File: src/rtl/seq_left_shifter_if.sv
// Request/result handshake bundle for the sequential left shifter.
// The master side issues operands and acknowledges results; the slave side is the shifter.
interface seq_left_shifter_if #(
    parameter int WIDTH = 32
);
    logic             start;
    logic [WIDTH-1:0] A;
    logic [31:0]      shamt;
    logic             flush;
    logic             ready;
    logic             busy;
    logic [WIDTH-1:0] res;
    logic             res_valid;
    logic             res_ack;

    modport master (
        output start, A, shamt, flush, res_ack,
        input  ready, busy, res, res_valid
    );

    modport slave (
        input  start, A, shamt, flush, res_ack,
        output ready, busy, res, res_valid
    );
endinterface

File: src/rtl/seq_left_shifter.sv
// Multi-cycle logical left shifter: one bit per clock, zero fill from the LSB.
// start/ready accepts an operand, res_valid/res_ack returns the result; flush aborts.
module seq_left_shifter #(
    parameter int WIDTH = 32,
    parameter int CNT_W = 6
) (
    input  logic                clk,
    input  logic                rst,
    seq_left_shifter_if.slave   bus
);
    typedef enum logic [1:0] {
        IDLE  = 2'd0,
        SHIFT = 2'd1,
        DONE  = 2'd2
    } state_t;

    localparam logic [31:0]      WIDTH_AMT = 32'(WIDTH);
    localparam logic [CNT_W-1:0] WIDTH_CNT = CNT_W'(WIDTH);

    state_t           state;
    logic [WIDTH-1:0] res;
    logic [CNT_W-1:0] count;
    logic [CNT_W-1:0] start_count;

    // The full 32-bit amount is compared, so large values saturate rather than wrap.
    always_comb begin
        start_count = WIDTH_CNT;
        if (bus.shamt < WIDTH_AMT)
            start_count = CNT_W'(bus.shamt);
    end

    // NOTE: sequential state uses non-blocking assignments so every register
    // updates from pre-edge values regardless of statement order.
    always_ff @(posedge clk or posedge rst) begin
        if (rst) begin
            state <= IDLE;
            res   <= '0;
            count <= '0;
        end else if (bus.flush) begin
            // Abort keeps the partially shifted value in res; only the state returns.
            state <= IDLE;
        end else begin
            unique case (state)
                IDLE: begin
                    if (bus.start) begin
                        res   <= bus.A;
                        count <= start_count;
                        state <= SHIFT;
                    end
                end
                SHIFT: begin
                    if (count == '0) begin
                        state <= DONE;
                    end else begin
                        res   <= {res[WIDTH-2:0], 1'b0};
                        count <= count - CNT_W'(1);
                    end
                end
                DONE: begin
                    if (bus.res_ack)
                        state <= IDLE;
                end
                default: state <= IDLE;
            endcase
        end
    end

    assign bus.ready     = (state == IDLE);
    assign bus.busy      = (state == SHIFT);
    assign bus.res_valid = (state == DONE);
    assign bus.res       = res;
endmodule

File: src/flat_wrapper.sv
// flat-port wrapper written by rule: the top's interface ports become plain ports
module seq_left_shifter_flat 
#(
    parameter int WIDTH = 32,
    parameter int CNT_W = 6
)
  (clk, rst, bus_start, bus_A, bus_shamt, bus_flush, bus_res_ack, bus_ready, bus_busy, bus_res, bus_res_valid);
  seq_left_shifter_if #(.WIDTH(WIDTH)) bus_i ();
  input  logic clk;
  input  logic rst;
  input wire logic [$bits(bus_i.start)-1:0] bus_start;
  input wire logic [$bits(bus_i.A)-1:0] bus_A;
  input wire logic [$bits(bus_i.shamt)-1:0] bus_shamt;
  input wire logic [$bits(bus_i.flush)-1:0] bus_flush;
  input wire logic [$bits(bus_i.res_ack)-1:0] bus_res_ack;
  output wire logic [$bits(bus_i.ready)-1:0] bus_ready;
  output wire logic [$bits(bus_i.busy)-1:0] bus_busy;
  output wire logic [$bits(bus_i.res)-1:0] bus_res;
  output wire logic [$bits(bus_i.res_valid)-1:0] bus_res_valid;
  assign bus_i.start = bus_start;
  assign bus_i.A = bus_A;
  assign bus_i.shamt = bus_shamt;
  assign bus_i.flush = bus_flush;
  assign bus_i.res_ack = bus_res_ack;
  assign bus_ready = bus_i.ready;
  assign bus_busy = bus_i.busy;
  assign bus_res = bus_i.res;
  assign bus_res_valid = bus_i.res_valid;
  seq_left_shifter #(.WIDTH(WIDTH), .CNT_W(CNT_W)) u_core (.clk(clk), .rst(rst), .bus(bus_i));
endmodule
File: config.mk
export PLATFORM = sky130hd
export DESIGN_NAME = seq_left_shifter_flat
export DESIGN_NICKNAME = d
export VERILOG_FILES = /design/src/rtl/seq_left_shifter_if.sv /design/src/rtl/seq_left_shifter.sv /design/src/flat_wrapper.sv
export SDC_FILE = /design/constraint.sdc
export NUM_CORES = 1
export LEC_CHECK = 0
export ABC_AREA = 1
export BUFFER_PORTS_ARGS = -buffer_cell sky130_fd_sc_hd__buf_4
export CAP_MARGIN = 20
export CORE_MARGIN = 2
export CORE_UTILIZATION = 47
export DETAILED_ROUTE_END_ITERATION = 10
export GPL_ROUTABILITY_DRIVEN = 0
export HOLD_SLACK_MARGIN = 0.06
export PLACE_DENSITY_LB_ADDON = 0.1
export SLEW_MARGIN = 20
export SYNTH_ARGS = -nofsm -noshare
export SYNTH_HDL_FRONTEND = slang
export SYNTH_SLANG_ARGS = --single-unit
File: constraint.sdc
create_clock -name clk -period 1.6 [get_ports clk]
set_input_delay 0.16 -clock clk [delete_from_list [all_inputs] [get_ports clk]]
set_output_delay 0.16 -clock clk [all_outputs]
set_load 0.1 [all_outputs]
==> summary.md, run 1 <==
| Metric | Value |
|---|---|
| Post-detailed-route count of antenna-violating nets | `0` |
| Later-pin clock latency in the skew report | `0.29 ns` |
| Core box area | `4755 µm²` |
| Max FO, Critical Path | `12` |
| Final Max Slew Viols | `0` |
| Critical path start-end classification | `flop to output pin` |
| Yosys Warn Count | `0` |
| Worst-case headroom to the max-slew limit | `67.74%` |
| CTS Root Cell | `sky130_fd_sc_hd__clkbuf_8` |
| Total DRC errors in the routed layout | `0` |
| Number of buffers between clock root and the deepest sink | `2` |
| Initial core utilization | `48.82%` |
| Initial antenna violation count | `0` |
| Power per cell area | `1278 nW/µm²` |
| Peak supply drop | `0.0008657 V` |
| Clk slew on worst S/H paths | `0.08 ns` |
| Clock tree from TritonCTS | `yes` |
| Worst clock skew on the final layout | `0.008459 ns` |
| Transition at the pin with the smallest max-transition slack | `0.4809 ns` |
| Type of element capturing the critical path | `output pin` |
| Top Usage Layer GRT | `met2` |
| Total count of hold-check failures in the final report | `0` |
| Area overhead of the layout relative to synthesis | `43.40%` |
| Number of antenna repair diodes | `0` |
| Post-layout minimum cycle time | `1.500 ns` |
| Met1 capacity usage during global routing | `25.52%` |
| Netlist Area Pre-Place | `2321 µm²` |
| Cell variety after synth | `28` |
| Min-delay worst type | `input pin to flop` |
| GR Util met3 | `5.149%` |
| Final instance count without filler cells | `486` |
| Number of vias after detailed routing | `2,289` |
| Vias in the first global route | `2,274` |
| Final setup viols | `0` |
| RSZ-0062 raised after global routing | `false` |
| Pin count of the biggest net entering global routing | `34` |
| Leakage component of the power | `0.001700 µW` |
| Number of synthesized register bits | `40` |
| Sequential area share after synthesis | `43.13%` |
| Num ports | `104` |
| Maximum achievable frequency | `0.6668 GHz` |
| First-iteration detailed-routing DRC count | `109` |
| Height of the die | `74.27 µm` |
| Worst endpoint data arrival time | `1.34 ns` |
| Crit path setup slack, layout | `0.1003 ns` |
| Max_cap viols | `0` |
| Reg2Reg Setup Slack | `0.12 ns` |
| # clock sinks | `40` |
| Global-route wire length before repair | `9425 µm` |
| Setup Fix Bufs, Post-CTS | `0` |
| Placed cell count | `477` |
| Share of layout cells above drive strength 1 | `39.86%` |
| Width of the die | `74.27 µm` |
| Count of standard-cell rows | `25` |
| Die Footprint | `5516 µm²` |
| Overflow left after global routing | `0` |
| Avg Cell Area, Syn | `7.487 µm²` |
| Iteration count of the initial detailed-routing pass | `4` |
| Required time worst endpoint | `1.44 ns` |
| Most common cell after layout, fill and taps aside | `sky130_fd_sc_hd__buf_4` |
| Number of H-tree levels | `2` |
| Total clock buffers created by CTS | `5` |
| Net count, final | `490` |
| Number of port buffers | `103` |
| Tot GR Track Use | `21.89%` |
| Final WL | `5568 µm` |
| Final worst-path cycle share | `93.73%` |
| Setup slack after placement | `0.09833 ns` |
| Run status | `complete, no violations` |
| Post-detailed-placement half-perimeter wirelength | `4345 µm` |
| Type of element launching the critical path | `flop` |
| Average vias per placed instance | `4.710` |
| Most frequent cells in the layout | `sky130_fd_sc_hd__buf_4 (112), sky130_fd_sc_hd__nand2_1 (63), sky130_fd_sc_hd__nor2_1 (44)` |
| Average wire length per cell after detail routing | `11.46 µm` |
| Syn Inst Count | `310` |
| Met2 demand-to-capacity share in global routing | `39.38%` |
| Net count after synthesis | `381` |
==> sequential cells by signal (all words and copies together), names as in the netlist <==
signal	count
u_core.bus.res	32
u_core.count	6
u_core.state	2
==> cell families after synthesis <==
kind of cell / count (synthesis) / synth area share [%]
adder cells (fa/ha/maj): 2 / 1.078
flip-flops: 40 / 43.13
buffers and inverters: 58 / 11.75
AND/OR/NAND/NOR: 138 / 24.96
AO/OA/AOI/OAI: 72 / 19.08
==> cell usage after synthesis, drive strengths merged <==
library cell | instances | area [µm²]
a21oi | 10 | 53.80
buf | 12 | 97.59
clkbuf | 3 | 11.26
dfrtp | 40 | 1001
ha | 2 | 25.02
inv | 43 | 163.9
nand2 | 82 | 337.8
nand3 | 4 | 20.02
nand4 | 2 | 18.77
nor2 | 47 | 183.9
nor3 | 1 | 5.000
nor3b | 1 | 7.510
o21ai | 59 | 366.6
o21bai | 1 | 7.510
o31ai | 2 | 15.01
or2 | 1 | 6.260
==> stage by stage <==
step | hold WS [ns] | setup TNS, ns | power (µW) | cell area [µm²] | utilization (%)
3_3_place_gp | 0.1557 | 0 | 3605 | 3217 | 67.66
3_5_place_dp | 0.1471 | 0 | 3634 | 3217 | 67.66
5_1_grt | 0.1481 | 0 | 4468 | 3328 | 70.00
4_1_cts | 0.1174 | 0 | 4284 | 3322 | 69.87
2_1_floorplan | 0.2231 | -4.425 | 3090 | 2369 | -
6_report | 0.1272 | 0 | 4254 | 3328 | 70.00
==> final timing paths <==
check	startpoint	to	depth (start not counted)
setup / recovery	u_core.state[1]	bus_busy	5
hold / removal	bus_A[0]	u_core.bus.res[0]	3
setup reg to reg	u_core.state[1]	u_core.bus.res[2]	7
hold reg to reg	u_core.bus.res[31]	u_core.bus.res[31]	2
max in group asynchronous	rst	u_core.bus.res[21]	4
min in group asynchronous	rst	u_core.bus.res[10]	3
==> critical path: stages (launching register included) <==
cell                      delay [ns]
sky130_fd_sc_hd__dfrtp_1        0.42
sky130_fd_sc_hd__inv_1          0.11
sky130_fd_sc_hd__nand2_2        0.07
sky130_fd_sc_hd__inv_2          0.06
sky130_fd_sc_hd__buf_4          0.18
sky130_fd_sc_hd__buf_8          0.21
==> power by group <==
part	internal (µW)	switching [µW]
registers	1200	135
logic	570	1710
clock network	295	344
==> metal layers <==
metal  wire length, µm  share of wire [%]
met5                 0                  0
met4                36               0.65
met3               306                5.5
met2              2897                 52
met1              2328                 42
==> repair_timing <==
item / 4_1_cts / 5_1_grt
endpoints found under the setup margin: 1 / 11
hold buffers: 2 / 0
pin swaps: 0 / 0
gates resized for setup: 1 / 2
endpoints found under the hold margin: 12 / 0
==> final cells by class <==
type	count	area, µm²
clock buffers	5	68.82
inverters	43	166.4
fillers	425	1426
repair buffers	117	915.9
flip-flops and latches	40	1001
well taps	67	83.83
clock inverters	2	12.51
multi-input cells	212	1080
Note: power is estimated with default switching activity, not from simulation.
==> inputs of run 2 (changes only) <==
==> constraint.sdc (replaced) <==
create_clock -name clk -period 1.6 [get_ports clk]
set_input_delay 0.32 -clock clk [delete_from_list [all_inputs] [get_ports clk]]
set_output_delay 0.32 -clock clk [all_outputs]
set_load 0.1 [all_outputs]
==> summary.md, run 2 (synthesis results as in run 1) <==
| Metric | Value |
|---|---|
| Run status | `complete, no violations` |
| Slowest cell on the critical path | `sky130_fd_sc_hd__dfrtp_1` |
| Transition at the pin with the smallest max-transition slack | `0.3802 ns (-0.1007 ns)` |
| Peak supply drop | `0.0007457 V (-14%)` |
| Min-delay worst type | `input pin to flop` |
| Sequence of cells on the critical path | `inv_1, nand2_2, inv_4, buf_12` |
| Initial antenna violation count | `0 (unchanged)` |
| Later-pin clock latency in the skew report | `0.29 ns (about the same)` |
| Setup total negative slack | `0 ns (unchanged)` |
| Most common cell after layout, fill and taps aside | `sky130_fd_sc_hd__buf_4` |
| Core box area | `4755 µm² (unchanged)` |
| Post-layout minimum cycle time | `1.525 ns (+0.02493 ns)` |
| Clock share of power | `16.4% (+1.4 points)` |
| Iteration count of the initial detailed-routing pass | `4 (unchanged)` |
| Core utilization of the finished layout | `70.79% (+0.79 points)` |
| P_sw | `2209 µW (+0.93%)` |
| Post-detailed-placement half-perimeter wirelength | `4217 µm (-2.9%)` |
| Share of total power in sequential cells | `30.8% (-0.6 points)` |
| Slowest stage delay, CP | `0.42 ns (about the same)` |
| Total buffers and inverters traversed by the critical path | `3 (-1)` |
| Global-route wire length before repair | `8949 µm (-5.1%)` |
| Total clock buffers created by CTS | `5 (unchanged)` |
| Average vias per placed instance | `4.667 (-0.90%)` |
| Biggest regs | `u_core.bus.res x32, u_core.count x6, u_core.state x2` |
| Final worst-path cycle share | `95.29% (+1.6 points)` |
| Average wire length per cell after detail routing | `11.41 µm (-0.42%)` |
| Total count of hold-check failures in the final report | `0 (unchanged)` |
| Largest Register | `u_core.bus.res` |
| Setup slack after placement | `0.1256 ns (+0.02723 ns)` |
| Type of element launching the critical path | `flop` |
| Max_cap viols | `0 (unchanged)` |
| Number of port buffers | `103 (unchanged)` |
| Vias in the first global route | `2,180 (-4.1%)` |
| Max FO, Critical Path | `8 (-4)` |
| Crit path setup slack, layout | `0.07535 ns (-0.02493 ns)` |
| Final Max Slew Viols | `0 (unchanged)` |
| Number of H-tree levels | `2 (unchanged)` |
| Width of the die | `74.27 µm (unchanged)` |
| Flip-flop count of the largest register, all copies and words added | `32 (unchanged)` |
| Share of layout cells above drive strength 1 | `39.81% (-0.049 points)` |
| Comb power frac | `52.7% (-0.9 points)` |
| Placed cell count | `474 (-0.63%)` |
| # clock sinks | `40 (unchanged)` |
| Final total power | `4343 µW (+2.1%)` |
| Area overhead of the layout relative to synthesis | `45.01%` |
| Net count, final | `487 (-0.61%)` |
| Number of antenna repair diodes | `0 (unchanged)` |
| Pin count of the biggest net entering global routing | `41 (+21%)` |
| CTS Root Cell | `sky130_fd_sc_hd__clkbuf_8` |
| Clk slew on worst S/H paths | `0.08 ns (about the same)` |
| Fill cell count | `416 (-2.1%)` |
| Clock tree from TritonCTS | `yes` |
| Cell internal pwr | `2134 µW (+3.3%)` |
| Worst endpoint data arrival time | `1.20 ns (-0.14 ns)` |
| Height of the die | `74.27 µm (unchanged)` |
| Worst clock skew on the final layout | `0.008959 ns (+0.0005004 ns)` |
| Number of vias after detailed routing | `2,259 (-1.3%)` |
| Die Footprint | `5516 µm² (unchanged)` |
| Initial core utilization | `48.82% (unchanged)` |
| Final setup viols | `0 (unchanged)` |
| Worst-case headroom to the max-slew limit | `74.56% (+6.8 points)` |
| Critical path start-end classification | `flop to output pin` |
| CP top delay family | `flip-flops` |
| Post-detailed-route count of antenna-violating nets | `0 (unchanged)` |
| Power per cell area | `1290 nW/µm² (+0.96%)` |
| Total DRC errors in the routed layout | `0 (unchanged)` |
| Required time worst endpoint | `1.28 ns (-0.16 ns)` |
| Maximum achievable frequency | `0.6559 GHz (-1.6%)` |
| Final instance count without filler cells | `484 (-0.41%)` |
| First-iteration detailed-routing DRC count | `68 (-38%)` |
| Overflow left after global routing | `0 (unchanged)` |
| Switching share of power | `50.85% (-0.59 points)` |
| Type of element capturing the critical path | `output pin` |
| Count of standard-cell rows | `25 (unchanged)` |
| Setup Fix Bufs, Post-CTS | `0 (unchanged)` |
| Tot GR Track Use | `20.77% (-1.1 points)` |
| Num ports | `104 (unchanged)` |
| Most frequent cells in the layout | `sky130_fd_sc_hd__buf_4 (107), sky130_fd_sc_hd__nand2_1 (63), sky130_fd_sc_hd__nor2_1 (44)` |
| Final WL | `5522 µm (-0.83%)` |
| Number of buffers between clock root and the deepest sink | `2 (unchanged)` |
| Leakage component of the power | `0.001715 µW (+0.88%)` |
==> run 2: cell count changes in the layout (fill, tap and decap cells not counted) <==
cell / change
sky130_fd_sc_hd__clkbuf_8: +1
sky130_fd_sc_hd__buf_4: -5
sky130_fd_sc_hd__inv_2: -1
sky130_fd_sc_hd__buf_12: +3
sky130_fd_sc_hd__inv_4: +2
sky130_fd_sc_hd__clkbuf_16: +1
sky130_fd_sc_hd__clkinvlp_4: -1
sky130_fd_sc_hd__buf_8: -1
sky130_fd_sc_hd__dlygate4sd3_1: -1
==> run 2: what timing repair did <==
action / 4_1_cts / 5_1_grt
setup endpoints to repair: 1 / 3
hold buffers: 1 / 0
endpoints found under the hold margin: 24 / 0
cloned: 0 / 1
gates resized for setup: 2 / 2
==> run 2: worst paths after layout <==
| path | to | slack, ns | startpoint | cells past startpoint |
|---|---|---|---|---|
| min in group asynchronous | u_core.bus.res[12] | 0.61 | rst | 4 |
| min reg2reg | u_core.bus.res[31] | 0.49 | u_core.bus.res[31] | 2 |
| max reg2reg | u_core.bus.res[0] | 0.14 | u_core.state[1] | 6 |
| min | u_core.state[1] | 0.18 | bus_flush | 2 |
| max in group asynchronous | u_core.bus.res[26] | 0.78 | rst | 4 |
| max | bus_busy | 0.08 | u_core.state[1] | 4 |
==> run 2: final cells by class <==
type                    count  area (µm²)  share of cell area, %
multi-input cells         212        1080                  32.08
inverters                  43       166.4                  4.944
flip-flops and latches     40        1001                  29.74
repair buffers            114       938.4                  27.88
clock buffers               6       82.58                  2.454
clock inverters             2       13.76                 0.4089
well taps                  67       83.83                  2.491
==> run 2: metal layers <==
| metal | track usage [%] | up-vias | wire length, µm |
|---|---|---|---|
| met5 | 0 | - | 0 |
| met1 | 24.25 | 1019 | 2362 |
| met3 | 4.743 | 8 | 264 |
| met2 | 37.60 | 51 | 2825 |
| met4 | 6.944 | 0 | 70 |
| li1 | - | 1181 | - |
==> run 2: power by group through the flow <==
| stage | registers, µW | clock network, µW | logic, µW |
|---|---|---|---|
| 4_1_cts | 1340 | 737 | 2290 |
| 2_1_floorplan | 2490 | 0 | 600 |
| 3_3_place_gp | 1350 | 0 | 2260 |
| 6_report | 1340 | 714 | 2290 |
| 3_5_place_dp | 1350 | 0 | 2280 |
| 5_1_grt | 1370 | 781 | 2420 |
==> run 2: metrics by stage <==
step                cell area (µm²)  hold WS (ns)
floorplan                      2369        0.3831
finish                         3366        0.1800
global placement               3219        0.3750
detailed placement             3219        0.3747
global route                   3366        0.1732
CTS                            3333        0.1740
==> inputs of run 3 (changes only) <==
--- a/config.mk
+++ b/config.mk
@@ -6,10 +6,12 @@
 export NUM_CORES = 1
 export LEC_CHECK = 0
 export ABC_AREA = 1
-export BUFFER_PORTS_ARGS = -buffer_cell sky130_fd_sc_hd__buf_4
+export BUFFER_PORTS_ARGS = -buffer_cell sky130_fd_sc_hd__buf_2
 export CAP_MARGIN = 20
 export CORE_MARGIN = 2
-export CORE_UTILIZATION = 47
+export CORE_UTILIZATION = 49
+export CTS_BUF_LIST = sky130_fd_sc_hd__clkbuf_8
+export CTS_CLUSTER_DIAMETER = 80
 export DETAILED_ROUTE_END_ITERATION = 10
 export GPL_ROUTABILITY_DRIVEN = 0
 export HOLD_SLACK_MARGIN = 0.06
==> summary.md, run 3 (synthesis results as in run 1) <==
| Metric | Value |
|---|---|
| Run status | `complete, no violations` |
| CTS Root Cell | `sky130_fd_sc_hd__clkbuf_8` |
| Later-pin clock latency in the skew report | `0.29 ns (about the same)` |
| Average wire length per cell after detail routing | `10.82 µm (-5.2%)` |
| Slowest stage delay, CP | `0.40 ns (-0.02 ns)` |
| Reg2Reg Setup Slack | `0.12 ns (-0.02 ns)` |
| Final setup viols | `0 (unchanged)` |
| Number of H-tree levels | `2 (unchanged)` |
| Max FO, Critical Path | `5 (-3)` |
| Final Max Slew Viols | `0 (unchanged)` |
| Number of antenna repair diodes | `0 (unchanged)` |
| Multi-input logic area | `1080 µm² (unchanged)` |
| Height of the die | `72.83 µm (-1.9%)` |
| Most frequent cells in the layout | `sky130_fd_sc_hd__buf_2 (100), sky130_fd_sc_hd__nand2_1 (63), sky130_fd_sc_hd__nor2_1 (44)` |
| Post-detailed-route count of antenna-violating nets | `0 (unchanged)` |
| Width of the die | `72.83 µm (-1.9%)` |
| Storage cell area | `1001 µm² (unchanged)` |
| RSZ-0062 raised after global routing | `false` |
| Worst clock skew on the final layout | `0.006713 ns (-0.002246 ns)` |
| Slowest cell on the critical path | `sky130_fd_sc_hd__dfrtp_1` |
| Biggest regs | `u_core.bus.res x32, u_core.count x6, u_core.state x2` |
| Sequence of cells on the critical path | `inv_2, nand2_2, inv_4, buf_6, buf_12` |
| Post-layout minimum cycle time | `1.526 ns (+0.0009878 ns)` |
| Final WL | `5117 µm (-7.3%)` |
| Number of vias after detailed routing | `2,238 (-0.93%)` |
| Required time worst endpoint | `1.28 ns (about the same)` |
| Num ports | `104 (unchanged)` |
| Critical path start-end classification | `flop to output pin` |
| Clock tree from TritonCTS | `yes` |
| Tot GR Track Use | `20.43% (-0.34 points)` |
| Placed cell count | `461 (-2.7%)` |
| Initial antenna violation count | `0 (unchanged)` |
| Type of element capturing the critical path | `output pin` |
| Average vias per placed instance | `4.732 (+1.4%)` |
| Total buffers and inverters traversed by the critical path | `4 (+1)` |
| Min-delay worst type | `input pin to flop` |
| Total count of hold-check failures in the final report | `0 (unchanged)` |
| Total clock buffers created by CTS | `5 (unchanged)` |
| Min-Delay Startpoint | `bus_flush` |
| Final total power | `4163 µW (-4.1%)` |
| # clock sinks | `40 (unchanged)` |
| Number of buffers between clock root and the deepest sink | `2 (unchanged)` |
| Initial core utilization | `50.14% (+1.3 points)` |
| Peak supply drop | `0.0008135 V (+9.1%)` |
| Net count, final | `489 (+0.41%)` |
| Flip-flop count of the largest register, all copies and words added | `32 (unchanged)` |
| Power per cell area | `1330 nW/µm² (+3.1%)` |
| Maximum achievable frequency | `0.6555 GHz (about the same)` |
| CP top delay family | `buffers and inverters` |
| Largest Register | `u_core.bus.res` |
| Total DRC errors in the routed layout | `0 (unchanged)` |
| Post-detailed-placement half-perimeter wirelength | `3673 µm (-13%)` |
| Core box area | `4629 µm² (-2.6%)` |
| Transition at the pin with the smallest max-transition slack | `0.5478 ns (+0.1676 ns)` |
| Overflow left after global routing | `0 (unchanged)` |
| Critical register-to-register path startpoint | `u_core.state[1]` |
| Worst-case headroom to the max-slew limit | `63.25% (-11 points)` |
| Die Footprint | `5303 µm² (-3.9%)` |
| Final instance count without filler cells | `473 (-2.3%)` |
| Leakage component of the power | `0.001652 µW (-3.7%)` |
| Global-route wire length before repair | `8507 µm (-4.9%)` |
| Setup crit start | `u_core.state[1]` |
| Clk slew on worst S/H paths | `0.07 ns (about the same)` |
| Count of standard-cell rows | `25 (unchanged)` |
| Setup total negative slack | `0 ns (unchanged)` |
| Pin count of the biggest net entering global routing | `37 (-9.8%)` |
| Final worst-path cycle share | `95.35% (about the same)` |
| Share of layout cells above drive strength 1 | `40.10% (+0.29 points)` |
| First-iteration detailed-routing DRC count | `86 (+26%)` |
| Iteration count of the initial detailed-routing pass | `4 (unchanged)` |
| Number of port buffers | `103 (unchanged)` |
| Core utilization of the finished layout | `67.62% (-3.2 points)` |
| Area overhead of the layout relative to synthesis | `34.88%` |
| Fill cell count | `434 (+4.3%)` |
| Most common cell after layout, fill and taps aside | `sky130_fd_sc_hd__buf_2` |
| Worst endpoint data arrival time | `1.21 ns (about the same)` |
| Type of element launching the critical path | `flop` |
| Max_cap viols | `0 (unchanged)` |
| Vias in the first global route | `1,983 (-9.0%)` |
==> run 3: worst paths after layout <==
check | end | cells after the start
min | u_core.state[1] | 2
max reg2reg | u_core.bus.res[12] | 7
max | bus_busy | 5
max in group asynchronous | u_core.state[0] | 4
min reg2reg | u_core.bus.res[31] | 2
min in group asynchronous | u_core.bus.res[21] | 3
==> run 3: layout make-up <==
cell class                      count  area share, %
Clock inverter                      2         0.3597
Sequential cell                    40          31.97
Inverter                           43          5.396
Tap cell                           54          2.158
Multi-Input combinational cell    212          34.49
Timing Repair Buffer              116          22.98
Clock buffer                        6          2.638
==> run 3: repair_timing <==
action	CTS	global route
endpoints found under the hold margin	13	0
gates resized for setup	1	3
buffers inserted	2	0
cloned	0	1
hold buffers	1	0
setup endpoints to repair	1	2
==> run 3: metal layers <==
metal / global-route usage, % / vias to the layer above / wire length [µm]
met5: 0 / - / 0
met4: 5.967 / 0 / 57
met2: 34.95 / 54 / 2437
li1: - / 1178 / -
met3: 4.696 / 6 / 231
met1: 25.82 / 1000 / 2390
==> run 3: report_power, final <==
part / internal, µW / switching (µW) / total, µW / leakage (µW)
clock network: 344 / 349 / 693 / 0.0000486
registers: 1200 / 128 / 1330 / 0.000496
logic: 446 / 1700 / 2140 / 0.00111
==> run 3: metrics by stage <==
step                worst slack (ns)  hold WS (ns)  cell area (µm²)
finish                       0.07437        0.1861             3131
global route                0.004844        0.1784             3131
global placement              0.1453        0.3214             2978
floorplan                    -0.1965        0.3831             2369
CTS                          0.01701        0.1800             3100
detailed placement           0.09518        0.3217             2978
==> run 3: worst register-to-register path, delay by kind of cell (launching register included) <==
| kind | cells | cell delay (ns) |
|---|---|---|
| AO/OA/AOI/OAI | 2 | 0.25 |
| buffers and inverters | 2 | 0.34 |
| flip-flops | 1 | 0.40 |
| AND/OR/NAND/NOR | 3 | 0.44 |
